--- src/rtl/unified_mem_arbiter.sv ---
// -----------------------------------------------------------------------------
// unified_mem_arbiter
//
// Shares one single-port, word-wide, synchronous-read memory between the
// IF-stage fetch port and the MEM-stage data port of the RV32I core. The
// memory holds IMEM_SIZE instruction words followed by DMEM_SIZE data words.
// One request is accepted per cycle (data port wins by default). Byte
// addresses are translated to word indices and range-checked; faulting
// requests are accepted but never touch memory. Every accepted request
// gets exactly one response pulse on the following cycle.
//
// Ports:
//   clk, rst                         clock, asynchronous active-high reset
//   if_req_valid/addr, if_req_ready  fetch request handshake
//   if_rsp_valid/data/err            fetch response (cycle after accept)
//   dm_req_valid/we/be/addr/wdata    data request (store data lane-aligned)
//   dm_req_ready                     data accept
//   dm_rsp_valid/rdata/err           data response (load data or store ack)
//   mem_en/we/addr/wdata             memory access (word index address)
//   mem_rdata                        memory read data, valid cycle after mem_en
//
// Optional build macro:
//   MEM_ARB_FAIRNESS_EN  adds a starvation counter; after STARVE_LIMIT
//                        consecutive data grants with a fetch waiting, the
//                        grant flips to the fetch port for one cycle.
// -----------------------------------------------------------------------------
module unified_mem_arbiter #(
    parameter int               XLEN         = 32,
    parameter int               ADDR_SHIFT   = 2,
    parameter int               IMEM_SIZE    = 65536,
    parameter int               DMEM_SIZE    = 65536,
    parameter logic [XLEN-1:0]  DMEM_BASE    = 32'h0004_0000,
    parameter int               STARVE_LIMIT = 4
) (
    input  logic                                   clk,
    input  logic                                   rst,

    input  logic                                   if_req_valid,
    input  logic [XLEN-1:0]                        if_req_addr,
    output logic                                   if_req_ready,
    output logic                                   if_rsp_valid,
    output logic [XLEN-1:0]                        if_rsp_data,
    output logic                                   if_rsp_err,

    input  logic                                   dm_req_valid,
    input  logic                                   dm_req_we,
    input  logic [3:0]                             dm_req_be,
    input  logic [XLEN-1:0]                        dm_req_addr,
    input  logic [XLEN-1:0]                        dm_req_wdata,
    output logic                                   dm_req_ready,
    output logic                                   dm_rsp_valid,
    output logic [XLEN-1:0]                        dm_rsp_rdata,
    output logic                                   dm_rsp_err,

    output logic                                   mem_en,
    output logic [3:0]                             mem_we,
    output logic [$clog2(IMEM_SIZE+DMEM_SIZE)-1:0] mem_addr,
    output logic [XLEN-1:0]                        mem_wdata,
    input  logic [XLEN-1:0]                        mem_rdata
);

    localparam int MEM_AW = $clog2(IMEM_SIZE + DMEM_SIZE);

    localparam logic [XLEN-1:0]   IMEM_WORDS = XLEN'(IMEM_SIZE);
    localparam logic [XLEN-1:0]   DMEM_WORDS = XLEN'(DMEM_SIZE);
    localparam logic [MEM_AW-1:0] DMEM_OFS   = MEM_AW'(IMEM_SIZE);

    // Who the response slot belongs to on the next cycle.
    typedef enum logic [2:0] {
        OWN_NONE,
        OWN_IF,
        OWN_IF_ERR,
        OWN_DM_RD,
        OWN_DM_WR,
        OWN_DM_ERR
    } owner_e;

    owner_e owner_q, owner_d;

    logic [XLEN-1:0] ifIdx;
    logic [XLEN-1:0] dmOff;
    logic [XLEN-1:0] dmIdx;
    logic            ifFault;
    logic            dmFault;
    logic            grantFlip;
    logic            ifAccept;
    logic            dmAccept;

    // Address decode for both ports. The data offset wraps modulo 2^XLEN,
    // so addresses below DMEM_BASE are caught by the explicit compare.
    always_comb begin
        ifIdx   = if_req_addr >> ADDR_SHIFT;
        ifFault = (if_req_addr[ADDR_SHIFT-1:0] != '0) || (ifIdx >= IMEM_WORDS);
        dmOff   = dm_req_addr - DMEM_BASE;
        dmIdx   = dmOff >> ADDR_SHIFT;
        dmFault = (dm_req_addr < DMEM_BASE) || (dmIdx >= DMEM_WORDS);
    end

`ifdef MEM_ARB_FAIRNESS_EN
    localparam int STARVE_W = $clog2(STARVE_LIMIT + 1);
    localparam logic [STARVE_W-1:0] STARVE_MAX = STARVE_W'(STARVE_LIMIT);

    logic [STARVE_W-1:0] starve_q, starve_d;

    // Grant flips to the fetch port once the limit is reached and a fetch
    // is still waiting.
    assign grantFlip = (starve_q == STARVE_MAX) && if_req_valid;

    // Count data grants that bypass a waiting fetch; any fetch grant or an
    // idle fetch port restarts the count.
    always_comb begin
        starve_d = starve_q;
        if (ifAccept || !if_req_valid) begin
            starve_d = '0;
        end else if (dmAccept && (starve_q != STARVE_MAX)) begin
            starve_d = starve_q + 1'b1;
        end
    end

    always_ff @(posedge clk or posedge rst) begin
        if (rst) begin
            starve_q <= '0;
        end else begin
            starve_q <= starve_d;
        end
    end
`else
    assign grantFlip = 1'b0;
`endif

    // Grant is purely a function of the request valids (and the fairness
    // flip), never of mem_rdata or an outstanding response. Accepts are
    // held off while in reset so every output reads zero.
    always_comb begin
        dmAccept = dm_req_valid && !grantFlip && !rst;
        ifAccept = if_req_valid && (!dm_req_valid || grantFlip) && !rst;
    end

    assign dm_req_ready = dmAccept;
    assign if_req_ready = ifAccept;

    // Memory strobe and owner for the accepted request. Faulting requests
    // are accepted but leave the memory untouched.
    always_comb begin
        mem_en    = 1'b0;
        mem_we    = 4'b0000;
        mem_addr  = '0;
        mem_wdata = '0;
        owner_d   = OWN_NONE;
        if (dmAccept) begin
            if (dmFault) begin
                owner_d = OWN_DM_ERR;
            end else begin
                mem_en    = 1'b1;
                mem_we    = dm_req_we ? dm_req_be : 4'b0000;
                mem_addr  = DMEM_OFS + dmIdx[MEM_AW-1:0];
                mem_wdata = dm_req_wdata;
                owner_d   = dm_req_we ? OWN_DM_WR : OWN_DM_RD;
            end
        end else if (ifAccept) begin
            if (ifFault) begin
                owner_d = OWN_IF_ERR;
            end else begin
                mem_en   = 1'b1;
                mem_addr = ifIdx[MEM_AW-1:0];
                owner_d  = OWN_IF;
            end
        end
    end

    always_ff @(posedge clk or posedge rst) begin
        if (rst) begin
            owner_q <= OWN_NONE;
        end else begin
            owner_q <= owner_d;
        end
    end

    // One-cycle response pulses driven from the owner register; data is
    // forced to zero for store acks and faults.
    always_comb begin
        if_rsp_valid = 1'b0;
        if_rsp_data  = '0;
        if_rsp_err   = 1'b0;
        dm_rsp_valid = 1'b0;
        dm_rsp_rdata = '0;
        dm_rsp_err   = 1'b0;
        case (owner_q)
            OWN_IF: begin
                if_rsp_valid = 1'b1;
                if_rsp_data  = mem_rdata;
            end
            OWN_IF_ERR: begin
                if_rsp_valid = 1'b1;
                if_rsp_err   = 1'b1;
            end
            OWN_DM_RD: begin
                dm_rsp_valid = 1'b1;
                dm_rsp_rdata = mem_rdata;
            end
            OWN_DM_WR: begin
                dm_rsp_valid = 1'b1;
            end
            OWN_DM_ERR: begin
                dm_rsp_valid = 1'b1;
                dm_rsp_err   = 1'b1;
            end
            default: begin
            end
        endcase
    end

endmodule

--- config.mk ---
export PLATFORM = sky130hd
export DESIGN_NAME = unified_mem_arbiter
export DESIGN_NICKNAME = d
export VERILOG_FILES = /design/src/rtl/unified_mem_arbiter.sv
export SDC_FILE = /design/constraint.sdc
export NUM_CORES = 1
export LEC_CHECK = 0
export CORE_AREA = 2 2 101 103
export CTS_BUF_LIST = sky130_fd_sc_hd__clkbuf_16
export DETAILED_ROUTE_END_ITERATION = 7
export DIE_AREA = 0 0 103 105
export HOLD_SLACK_MARGIN = 0.12
export PLACE_DENSITY = 0.65
export SLEW_MARGIN = 40
export SYNTH_ARGS = -nofsm -noshare
export SYNTH_HDL_FRONTEND = slang
export SYNTH_SLANG_ARGS = --single-unit
--- constraint.sdc ---
create_clock -name clk -period 3.9 [get_ports clk]
set_input_delay 1.17 -clock clk [delete_from_list [all_inputs] [get_ports clk]]
set_output_delay 1.17 -clock clk [all_outputs]
set_load 0.005 [all_outputs]
# Yosys cells after proc, flatten, opt, wreduce, memory -nomap -nowiden

Index checks and enable logic that the tools add are counted.

Input port bits: 137
Output and inout bits: 124
Logic and storage cells: 45
Bits in registers: 3

Muxes and demuxes: 24
Eq/ne operators: 5
Magnitude comparators: 3
Reductions and logical operators: 10
$add $sub $neg: 2

Operator list:

| kind                                                                | count |
|---|---|
| 2-to-1 mux 32 bit                                                   | 4 |
| 2-to-1 mux 17 bit                                                   | 4 |
| greater-or-equal comparator 30 x 17 -> 1 bit, second input constant | 2 |
| less-than comparator 32 x 19 -> 1 bit, second input constant        | 1 |
| subtractor 32 x 19 -> 32 bit, second input constant                 | 1 |
| adder 17 bit, first input constant                                  | 1 |
| 2-to-1 mux 4 bit                                                    | 3 |
| 2-to-1 mux 3 bit                                                    | 3 |
| 2-to-1 mux 1 bit                                                    | 8 |
| equality test 3 x 2 -> 1 bit, second input constant                 | 2 |
| equality test 3 bit, second input constant                          | 2 |
| 2-to-1 mux 2 bit                                                    | 2 |
| equality test 3 x 1 -> 1 bit, second input constant                 | 1 |
| logical AND 1 bit                                                   | 3 |
| OR reduction 3 bit                                                  | 1 |
| logical NOT 1 bit                                                   | 2 |
| logical OR 1 bit                                                    | 2 |
| nonzero test 2 bit                                                  | 1 |
| OR reduction 2 bit                                                  | 1 |

# Depth between registers and ports, before layout

Gate-level depths: netlist of the first run.

Depth in word-level cells: 5
Mapped depth: 5
Gate-level depth less buffers: 3

# Worst setup path after synthesis of the first run

Ideal clock, no wire load.

Path kind: input to output
Start point: input port dm_req_addr[22]
End point: output port mem_wdata[24]
Required time: 2.730 ns
Buffers on the path: 1
Stages on the path: 4
Arrival: 2.588 ns
Slack: 0.142 ns
Cell sequence: or4_4 > nor4_4 > buf_6 > and2_2

Word-level cells in the longest chain between the ends: 5
Elaborated cells on any way between the ends: 6
Classes of those cells: add/sub (1); order compare (2); mux (2); reduce/logical (1)

RTL lines:

| element                                      | line | RTL |
|---|---|---|
| start, declared                              | 48   | `input logic [XLEN-1:0] dm_req_addr,` |
| subtractor 32 x 19 -> 32 bit                 | 94   | `dmOff = dm_req_addr - DMEM_BASE;` |
| greater-or-equal comparator 30 x 17 -> 1 bit | 96   | `dmFault = (dm_req_addr < DMEM_BASE) \|\| (dmIdx >= DMEM_WORDS);` |
| logical OR 1 bit (*)                         | 96   |  |
| 2-to-1 mux 32 bit (*)                        | 151  | `if (dmFault) begin` |
| 2-to-1 mux 32 bit (*)                        | 150  | `if (dmAccept) begin` |
| end, declared                                | 58   | `output logic [XLEN-1:0] mem_wdata,` |

Every way passes the cells marked *; elsewhere a longest branch is shown, timed or not.

# Worst setup path after layout of the first run

Start point: input port dm_req_addr[22]
End point: output port mem_we[2]

Word-level cells in the longest chain between the ends: 5
Elaborated cells on any way between the ends: 6
Classes of those cells: add/sub (1); order compare (2); mux (2); reduce/logical (1)

RTL lines:

| element                                      | line | RTL |
|---|---|---|
| subtractor 32 x 19 -> 32 bit                 | 94   |  |
| greater-or-equal comparator 30 x 17 -> 1 bit | 96   |  |
| logical OR 1 bit (*)                         | 96   |  |
| 2-to-1 mux 4 bit (*)                         | 151  |  |
| 2-to-1 mux 4 bit (*)                         | 150  |  |
| end, declared                                | 56   | `output logic [3:0] mem_we,` |

Marked as above.

==> results of run 1 <==
## kinds of logic after synthesis
| kind of cell | count (synthesis) |
|---|---|
| AOI/OAI and AO/OA | 20 |
| muxes | 1 |
| and+or+nand+nor | 122 |
| DFF | 3 |
| buffers and inverters | 19 |
## final timing paths
| kind | startpoint | end | cells after the start |
|---|---|---|---|
| max | dm_req_addr[22] | mem_we[2] | 10 |
| min | rst | owner_q[2] | 4 |
| max in group asynchronous | rst | owner_q[1] | 4 |
| min in group clk | dm_req_addr[25] | owner_q[2] | 4 |
## cell type report
| cell class | instances | area [um^2] |
|---|---|---|
| clock buffers | 3 | 75.1 |
| fillers | 994 | 5310 |
| inverters | 4 | 15.0 |
| flip-flops and latches | 3 | 75.1 |
| repair buffers | 296 | 2920 |
| clock inverters | 1 | 3.75 |
| well taps | 133 | 166 |
| multi-input cells | 143 | 1070 |
## worst max-delay path, stage by stage
cell    delay [ps]
buf_2          110
or4_4          550
nor4_4         280
buf_6          170
buf_12         120
buf_12         100
buf_6           90
buf_6           90
and3_4         170
buf_6           90
## what timing repair did
item,4_1_cts,5_1_grt
endpoints found under the setup margin,55,51
gates resized for setup,262,36
gates cloned,3,0
pin swaps,11,21
buffers inserted,15,4
## metal layers
layer  vias up  track usage, %
met3         6            3.48
met2       152            30.6
met4         0            3.10
met5         -               0
li1       1142               -
met1      1053            13.1
## cells in the mapped netlist (all sizes together)
| cell type | n |
|---|---|
| a21o | 1 |
| a21oi | 1 |
| a32o | 16 |
| and2 | 96 |
| and3 | 4 |
| and3b | 1 |
| and4 | 1 |
| buf | 6 |
| clkbuf | 9 |
| dfrtp | 3 |
| inv | 4 |
| mux2i | 1 |
| nand2 | 2 |
| nand3b | 1 |
| nor2 | 2 |
| nor3b | 3 |
| nor4 | 6 |
| nor4b | 1 |
| o2bb2ai | 2 |
| or2 | 1 |
| or4 | 3 |
| or4bb | 1 |
## through the flow
| step | std cells | utilization, % | instance area [um^2] |
|---|---|---|---|
| 3_5_place_dp | 560 | 41.8 | 4030 |
| 5_1_grt | 583 | 44.9 | 4330 |
| 2_1_floorplan | 165 | - | 1200 |
| 3_3_place_gp | 560 | 41.8 | 4030 |
| 6_report | 583 | 44.9 | 4330 |
| 4_1_cts | 582 | 44.2 | 4260 |
## power breakdown
| group | switching [uW] | leakage [uW] | internal (uW) | total, uW |
|---|---|---|---|---|
| logic | 51.7 | 0.00174 | 160 | 211 |
| registers | 1.79 | 0.0000392 | 32.8 | 34.6 |
| clock network | 26.9 | 0.0000423 | 132 | 159 |
| total | 80.4 | 0.00183 | 325 | 405 |
==> flow_metrics.tcl, run 1 <==
set metrics [dict create \
    status "finished with violations" \
    failed_checks "setup timing" \
    viasPerCell 4.04 \
    path_class "in2out" \
    synthCells 165 \
    clkSlewWorstSetupHoldPaths_ps 30 \
    wl_met3_um 946 \
    die_w_um 103 \
    top_register "owner_q" \
    n_antenna_cell 0 \
    synth_compound_area_share_pct 16.0 \
    rsz0062_at_grt "true" \
    setup_viol 45 \
    power_density_nw_per_um2 93.5 \
    vias 2353 \
    yosysTopAreaCell "and2_1" \
    grt_use_total_pct 14.5 \
    port_buffers 258 \
    synth_xor_area_share_pct 0 \
    fmax_ghz 0.244 \
    final_common_cell "clkdlybuf4s50_1" \
    syn_area_um2 1200 \
    die_y_um 105 \
    cp.required_ps 2730 \
    cts_tree "yes" \
    antenna_found_initial 0 \
    dr.pass1.iters 4 \
    top_regs "owner_q: 3 flops" \
    hpwl_um 7070 \
    wire_per_inst_um 14.7 \
    ant_nets 0 \
    met1_length_um 2620 \
    cts_buffers 3 \
    maxSlewHeadroom_pct 61.9 \
    synth_simple_gate_area_share_pct 67.8 \
    grt_pass1_wl_um 12100 \
    cts.sinks 3 \
    initial_core_util_pct 12.4 \
    synthMuxAreaShare_pct 0.837 \
    p_leak_uw 0.00183 \
    cap_violations 0 \
    layout-drive-gt1-share_pct 28.9 \
    finalSetupTns_ps -3290 \
    root_buffer "clkbuf_16" \
    synth_area_leaders "and2_1 (47%), a32o_1 (13%), dfrtp_1 (6.3%)" \
    cts_hold_buf 0 \
    irDropWorstVdd_mv 0.0741 \
    dr.max_layer_used "met4" \
    pre_cts_ws_ps -743 \
    die-area_um2 10800 \
    drc 0 \
    yosysWarnings 0 \
    arrival_ps 2930 \
    wl_met2_um 4890 \
    worst_setup_path_start_kind "input port" \
    slew_viol_final 0 \
    hold_viol 0 \
    hold_path.class "in2async" \
    max-clock-path-buffers 2 \
    worstPathMaxFanout 3 \
    synthAdderAreaFrac_pct 0 \
    layout_common_cells "clkdlybuf4s50_1 (187), and2_1 (84), buf_6 (28), buf_2 (26), buf_4 (17)" \
    area_growth_syn_to_layout_pct 262 \
    drtIter0Drc 28 \
    core_um2 9640 \
    fin_nets 588 \
    syn-num-nets 302 \
    tightest_slew_ps 569 \
    cp-end-kind "output pin" \
    period_share_pct 105 \
    grt_max_degree 33 \
    synth_top_family_by_area "simple AND/OR/NAND/NOR gates" \
    layout_min_cycle_time_ps 4100 \
    synth_top_cell_area_share_pct 46.5 \
    p_total_uw 405 \
    synth-seq-cells 3 \
    grt_overflow 0 \
    seq_area_frac_synth_pct 6.28 \
    layout_setup_ws_ps -198 \
    htree_levels 1 \
    routabilityCongestion 0.723 \
    rows 36 \
    avgSynthCellArea_um2 7.25 \
    grt_pass1_vias 2301 \
    drt_wl_total_um 8560 \
    ios 261 \
    largest_reg_flops 3 \
    synth_cell_type_count 26 \
    whs_ps 1050 \
]
Note: power is estimated with default switching activity, not from simulation.
==> inputs of run 2 (changes only) <==
- MAX_ROUTING_LAYER: unset -> met4
==> run 2 against run 1 <==
Effect of this change:
- the run still ends with setup timing left
- via count increased by 0.17%
- sequential power about the same
- global-route usage increased by 0.39 points
- critical endpoint unchanged
==> flow_metrics.tcl, run 2 (synthesis gave the netlist of run 1 again) <==
set metrics [dict create \
    pre_cts_ws_ps -743 \
    n_antenna_cell 0 \
    port_buffers 258 \
    irDropWorstVdd_mv 0.0741 \
    fin_cells 583 \
    ios 261 \
    grt_pass1_wl_um 12100 \
    cts_hold_buf 0 \
    worst_setup_path_start_kind "input port" \
    final_common_cell "clkdlybuf4s50_1" \
    hold_path.class "in2async" \
    layout-drive-gt1-share_pct 28.9 \
    top_regs "owner_q: 3 flops" \
    drtIter0Drc 29 \
    max_stage_delay_ps 550 \
    grt_use_total_pct 14.9 \
    clkSlewWorstSetupHoldPaths_ps 30 \
    layout_setup_ws_ps -198 \
    drc 0 \
    viasPerCell 4.04 \
    initial_core_util_pct 12.4 \
    whs_ps 1050 \
    placed_cells 560 \
    wl_met3_um 831 \
    area_growth_syn_to_layout_pct 262 \
    root_buffer "clkbuf_16" \
    htree_levels 1 \
    ant_nets 0 \
    cp.required_ps 2730 \
    hold_viol 0 \
    vias 2357 \
    utilization_pct 44.9 \
    worstPathMaxFanout 3 \
    dr.max_layer_used "met4" \
    power_density_nw_per_um2 93.5 \
    die-area_um2 10800 \
    fin_nets 588 \
    status "finished with violations" \
    final_area_um2 4330 \
    cts_tree "yes" \
    critPathSlowestCell "or4_4" \
    failed_checks "setup timing" \
    maxSlewHeadroom_pct 61.9 \
    largest_reg_flops 3 \
    hpwl_um 7070 \
    layout_min_cycle_time_ps 4100 \
    layout_common_cells "clkdlybuf4s50_1 (187), and2_1 (84), buf_6 (28), buf_2 (26), buf_4 (17)" \
    period_share_pct 105 \
    setup_viol 45 \
    antenna_found_initial 0 \
    slew_viol_final 0 \
    core_um2 9640 \
    routabilityCongestion 0.732 \
    fmax_ghz 0.244 \
    placed_cell_area_um2 4030 \
    dr.pass1.iters 4 \
    rows 36 \
    fill_cells 994 \
    path_class "in2out" \
    cpLargestDelayFamily "simple AND/OR/NAND/NOR gates" \
    max-clock-path-buffers 2 \
    p_leak_uw 0.00183 \
    wire_per_inst_um 14.7 \
    top_register "owner_q" \
    grt_pass1_vias 2304 \
    cap_violations 0 \
    cp-end-kind "output pin" \
    die_y_um 105 \
    grt_overflow 0 \
    arrival_ps 2930 \
    tightest_slew_ps 569 \
    wl_met2_um 4880 \
    die_w_um 103 \
    path_cells "buf_2, or4_4, nor4_4, buf_6, buf_12, buf_12, buf_6, buf_6, and3_4, buf_6" \
    crit_top_cell "buf_6" \
    drt_wl_total_um 8550 \
    rsz0062_at_grt "true" \
    cts.sinks 3 \
    cts_buffers 3 \
    cp.buffers_inverters 7 \
    grt_max_degree 33 \
    met1_length_um 2730 \
]
-- run 2: timing repair --
item                                    4_1_cts  5_1_grt
resized for setup                           262       36
hold endpoints to repair                      0        0
cloned                                        3        0
pin swaps                                    11       21
endpoints found under the setup margin       55       51
setup buffers                                15        4
-- run 2: worst paths after layout --
path                            startpoint         end  slack, ps  depth (start not counted)
min in group clk           dm_req_addr[25]  owner_q[2]       1390                          4
min                                    rst  owner_q[2]       1050                          4
max in group asynchronous              rst  owner_q[1]       2760                          4
max                        dm_req_addr[22]   mem_we[2]       -200                         10
-- run 2: routing by layer --
metal | vias to the layer above | GRT usage (%)
met3 | 6 | 2.21
met5 | - | -
met2 | 154 | 30.6
li1 | 1142 | -
met4 | 0 | 3.10
met1 | 1055 | 13.9
-- run 2: final cells by class --
class                   count  area [um^2]  share of cell area (%)
repair buffers            296         2920                    67.5
multi-input cells         143         1070                    24.8
well taps                 133          166                    3.84
flip-flops and latches      3         75.1                    1.73
clock buffers               3         75.1                    1.73
inverters                   4         15.0                   0.347
clock inverters             1         3.75                  0.0867
-- run 2: through the flow --
step | total power, uW | setup TNS (ps)
detailed placement | 252 | -37460
global placement | 249 | -37290
global route | 427 | -5560
CTS | 410 | -4260
floorplan | 62.6 | 0
finish | 405 | -3320
-- run 2: where the power goes --
part / switching [uW] / total, uW / leakage [uW] / internal, uW
clock network: 26.9 / 159 / 0.0000423 / 132
registers: 1.79 / 34.6 / 0.0000392 / 32.8
logic: 51.6 / 211 / 0.00174 / 160
total: 80.4 / 405 / 0.00183 / 325
-- run 2: tightest hold or removal path, delay by kind of cell --
| kind | cells | cell delay, ps |
|---|---|---|
| buf+inv | 4 | 420 |
==> inputs of run 3 (changes only) <==
- CTS_BUF_LIST: sky130_fd_sc_hd__clkbuf_16 -> unset
==> run 3 against run 2 <==
Effect of this change:
- the run still ends with setup timing left
- sequential share of layout area barely moved
- first-iteration DRC count decreased by 14%
- power shrank 17%
- global-route usage hardly changed
- flip-flop and latch count stayed put
- critical path depth unchanged
- utilization is 0.35 points lower
- design area shrank 0.78%
- via count about the same
- clock power fell by 45%
- critical path type unchanged
==> flow_metrics.tcl, run 3 (synthesis gave the netlist of run 1 again) <==
set metrics [dict create \
    status "finished with violations" \
    failed_checks "setup timing" \
    arrival_ps 2930 \
    crit_top_cell "buf_6" \
    max-clock-path-buffers 2 \
    final_area_um2 4300 \
    root_buffer "clkbuf_8" \
    whs_ps 1060 \
    pre_cts_ws_ps -743 \
    cpLargestDelayFamily "simple AND/OR/NAND/NOR gates" \
    clkSlewWorstSetupHoldPaths_ps 30 \
    worstPathMaxFanout 3 \
    maxSlewHeadroom_pct 61.9 \
    drc 0 \
    top_regs "owner_q: 3 flops" \
    wire_per_inst_um 14.6 \
    viasPerCell 4.04 \
    die_w_um 103 \
    cap_violations 0 \
    htree_levels 1 \
    hold_path.class "in2async" \
    die-area_um2 10800 \
    path_cells "buf_2, or4_4, nor4_4, buf_6, buf_12, buf_12, buf_6, buf_6, and3_4, buf_6" \
    critPathSlowestCell "or4_4" \
    fill_cells 992 \
    cts_tree "yes" \
    cp-end-kind "output pin" \
    rows 36 \
    drt_wl_total_um 8530 \
    area_growth_syn_to_layout_pct 259 \
    drtIter0Drc 25 \
    routabilityCongestion 0.732 \
    dr.pass1.iters 4 \
    fin_cells 583 \
    grt_overflow 0 \
    port_buffers 258 \
    antenna_found_initial 0 \
    grt_pass1_wl_um 12000 \
    fin_nets 588 \
    layout_min_cycle_time_ps 4100 \
    ios 261 \
    ant_nets 0 \
    path_class "in2out" \
    placed_cell_area_um2 4030 \
    p_leak_uw 0.00181 \
    tightest_slew_ps 569 \
    grt_use_total_pct 14.9 \
    placed_cells 560 \
    irDropWorstVdd_mv 0.0494 \
    cts_buffers 3 \
    rsz0062_at_grt "true" \
    hold_viol 0 \
    multiInputGateArea_um2 1070 \
    setup_viol 45 \
    layout-drive-gt1-share_pct 28.9 \
    cp.buffers_inverters 7 \
    cp.required_ps 2730 \
    vias 2356 \
    layout_common_cells "clkdlybuf4s50_1 (187), and2_1 (84), buf_6 (28), buf_2 (26), buf_4 (17)" \
    slew_viol_final 0 \
    power_density_nw_per_um2 77.8 \
    layout_setup_ws_ps -198 \
    grt_max_degree 33 \
    grt_pass1_vias 2299 \
    worst_setup_path_start_kind "input port" \
    fmax_ghz 0.244 \
    die_y_um 105 \
    largest_reg_flops 3 \
    initial_core_util_pct 12.4 \
    cts.sinks 3 \
    final_common_cell "clkdlybuf4s50_1" \
    finalSetupTns_ps -3310 \
    final-seq-area_um2 75.1 \
    period_share_pct 105 \
    top_register "owner_q" \
    n_antenna_cell 0 \
    hpwl_um 7070 \
    core_um2 9640 \
    max_stage_delay_ps 550 \
]
==> run 3: changes by cell type in the layout (fill, tap and decap cells not counted) <==
| cell | previous run | this run |
|---|---|---|
| inv_1 | 5 | 4 |
| clkbuf_16 | 3 | 0 |
| clkbuf_1 | 0 | 1 |
| clkbuf_8 | 0 | 3 |
==> run 3: per-stage QoR <==
| stage | utilization [%] | power (uW) |
|---|---|---|
| 2_1_floorplan | - | 62.6 |
| 3_3_place_gp | 41.8 | 249 |
| 3_5_place_dp | 41.8 | 252 |
| 4_1_cts | 43.8 | 339 |
| 5_1_grt | 44.6 | 356 |
| 6_report | 44.6 | 334 |
==> run 3: cell type report <==
cell class	instances	share of cell area, %
Multi-Input combinational cell	143	24.9
Timing Repair Buffer	296	68.0
Inverter	4	0.349
Tap cell	133	3.87
Clock buffer	4	1.05
Sequential cell	3	1.75
==> run 3: metal layers <==
metal  track usage (%)  part of all wire, %  routed length (um)  up-vias
met2              30.5                   57                4860      152
met5                 -                    0                   0        -
met4              3.38                  1.4                 116        0
met1              13.8                   32                2740     1056
met3              2.21                  9.5                 806        6
li1                  -                    -                   -     1142
==> run 3: tightest hold or removal path, delay by kind of cell <==
kind | cells | cell delay (ps)
buffers and inverters | 4 | 420
==> run 3: worst paths after layout <==
check	end	slack [ps]	cells past startpoint	startpoint
worst max-delay path	mem_we[2]	-200	10	dm_req_addr[22]
worst min-delay path	owner_q[2]	1060	4	rst
max in group asynchronous	owner_q[1]	2750	4	rst
min in group clk	owner_q[2]	1410	4	dm_req_addr[25]
==> run 3: power by group <==
part | total (uW) | switching [uW] | leakage, uW | internal [uW]
combinational | 211 | 51.7 | 0.00174 | 160
sequential | 34.6 | 1.73 | 0.0000392 | 32.8
clock | 88.2 | 18.7 | 0.0000228 | 69.5
==> run 3: what timing repair did <==
action,4_1_cts,5_1_grt
hold buffers,0,0
endpoints found under the setup margin,55,51
buffers inserted,15,4
gates resized for setup,262,36
gates cloned,3,0
pin swaps,11,21
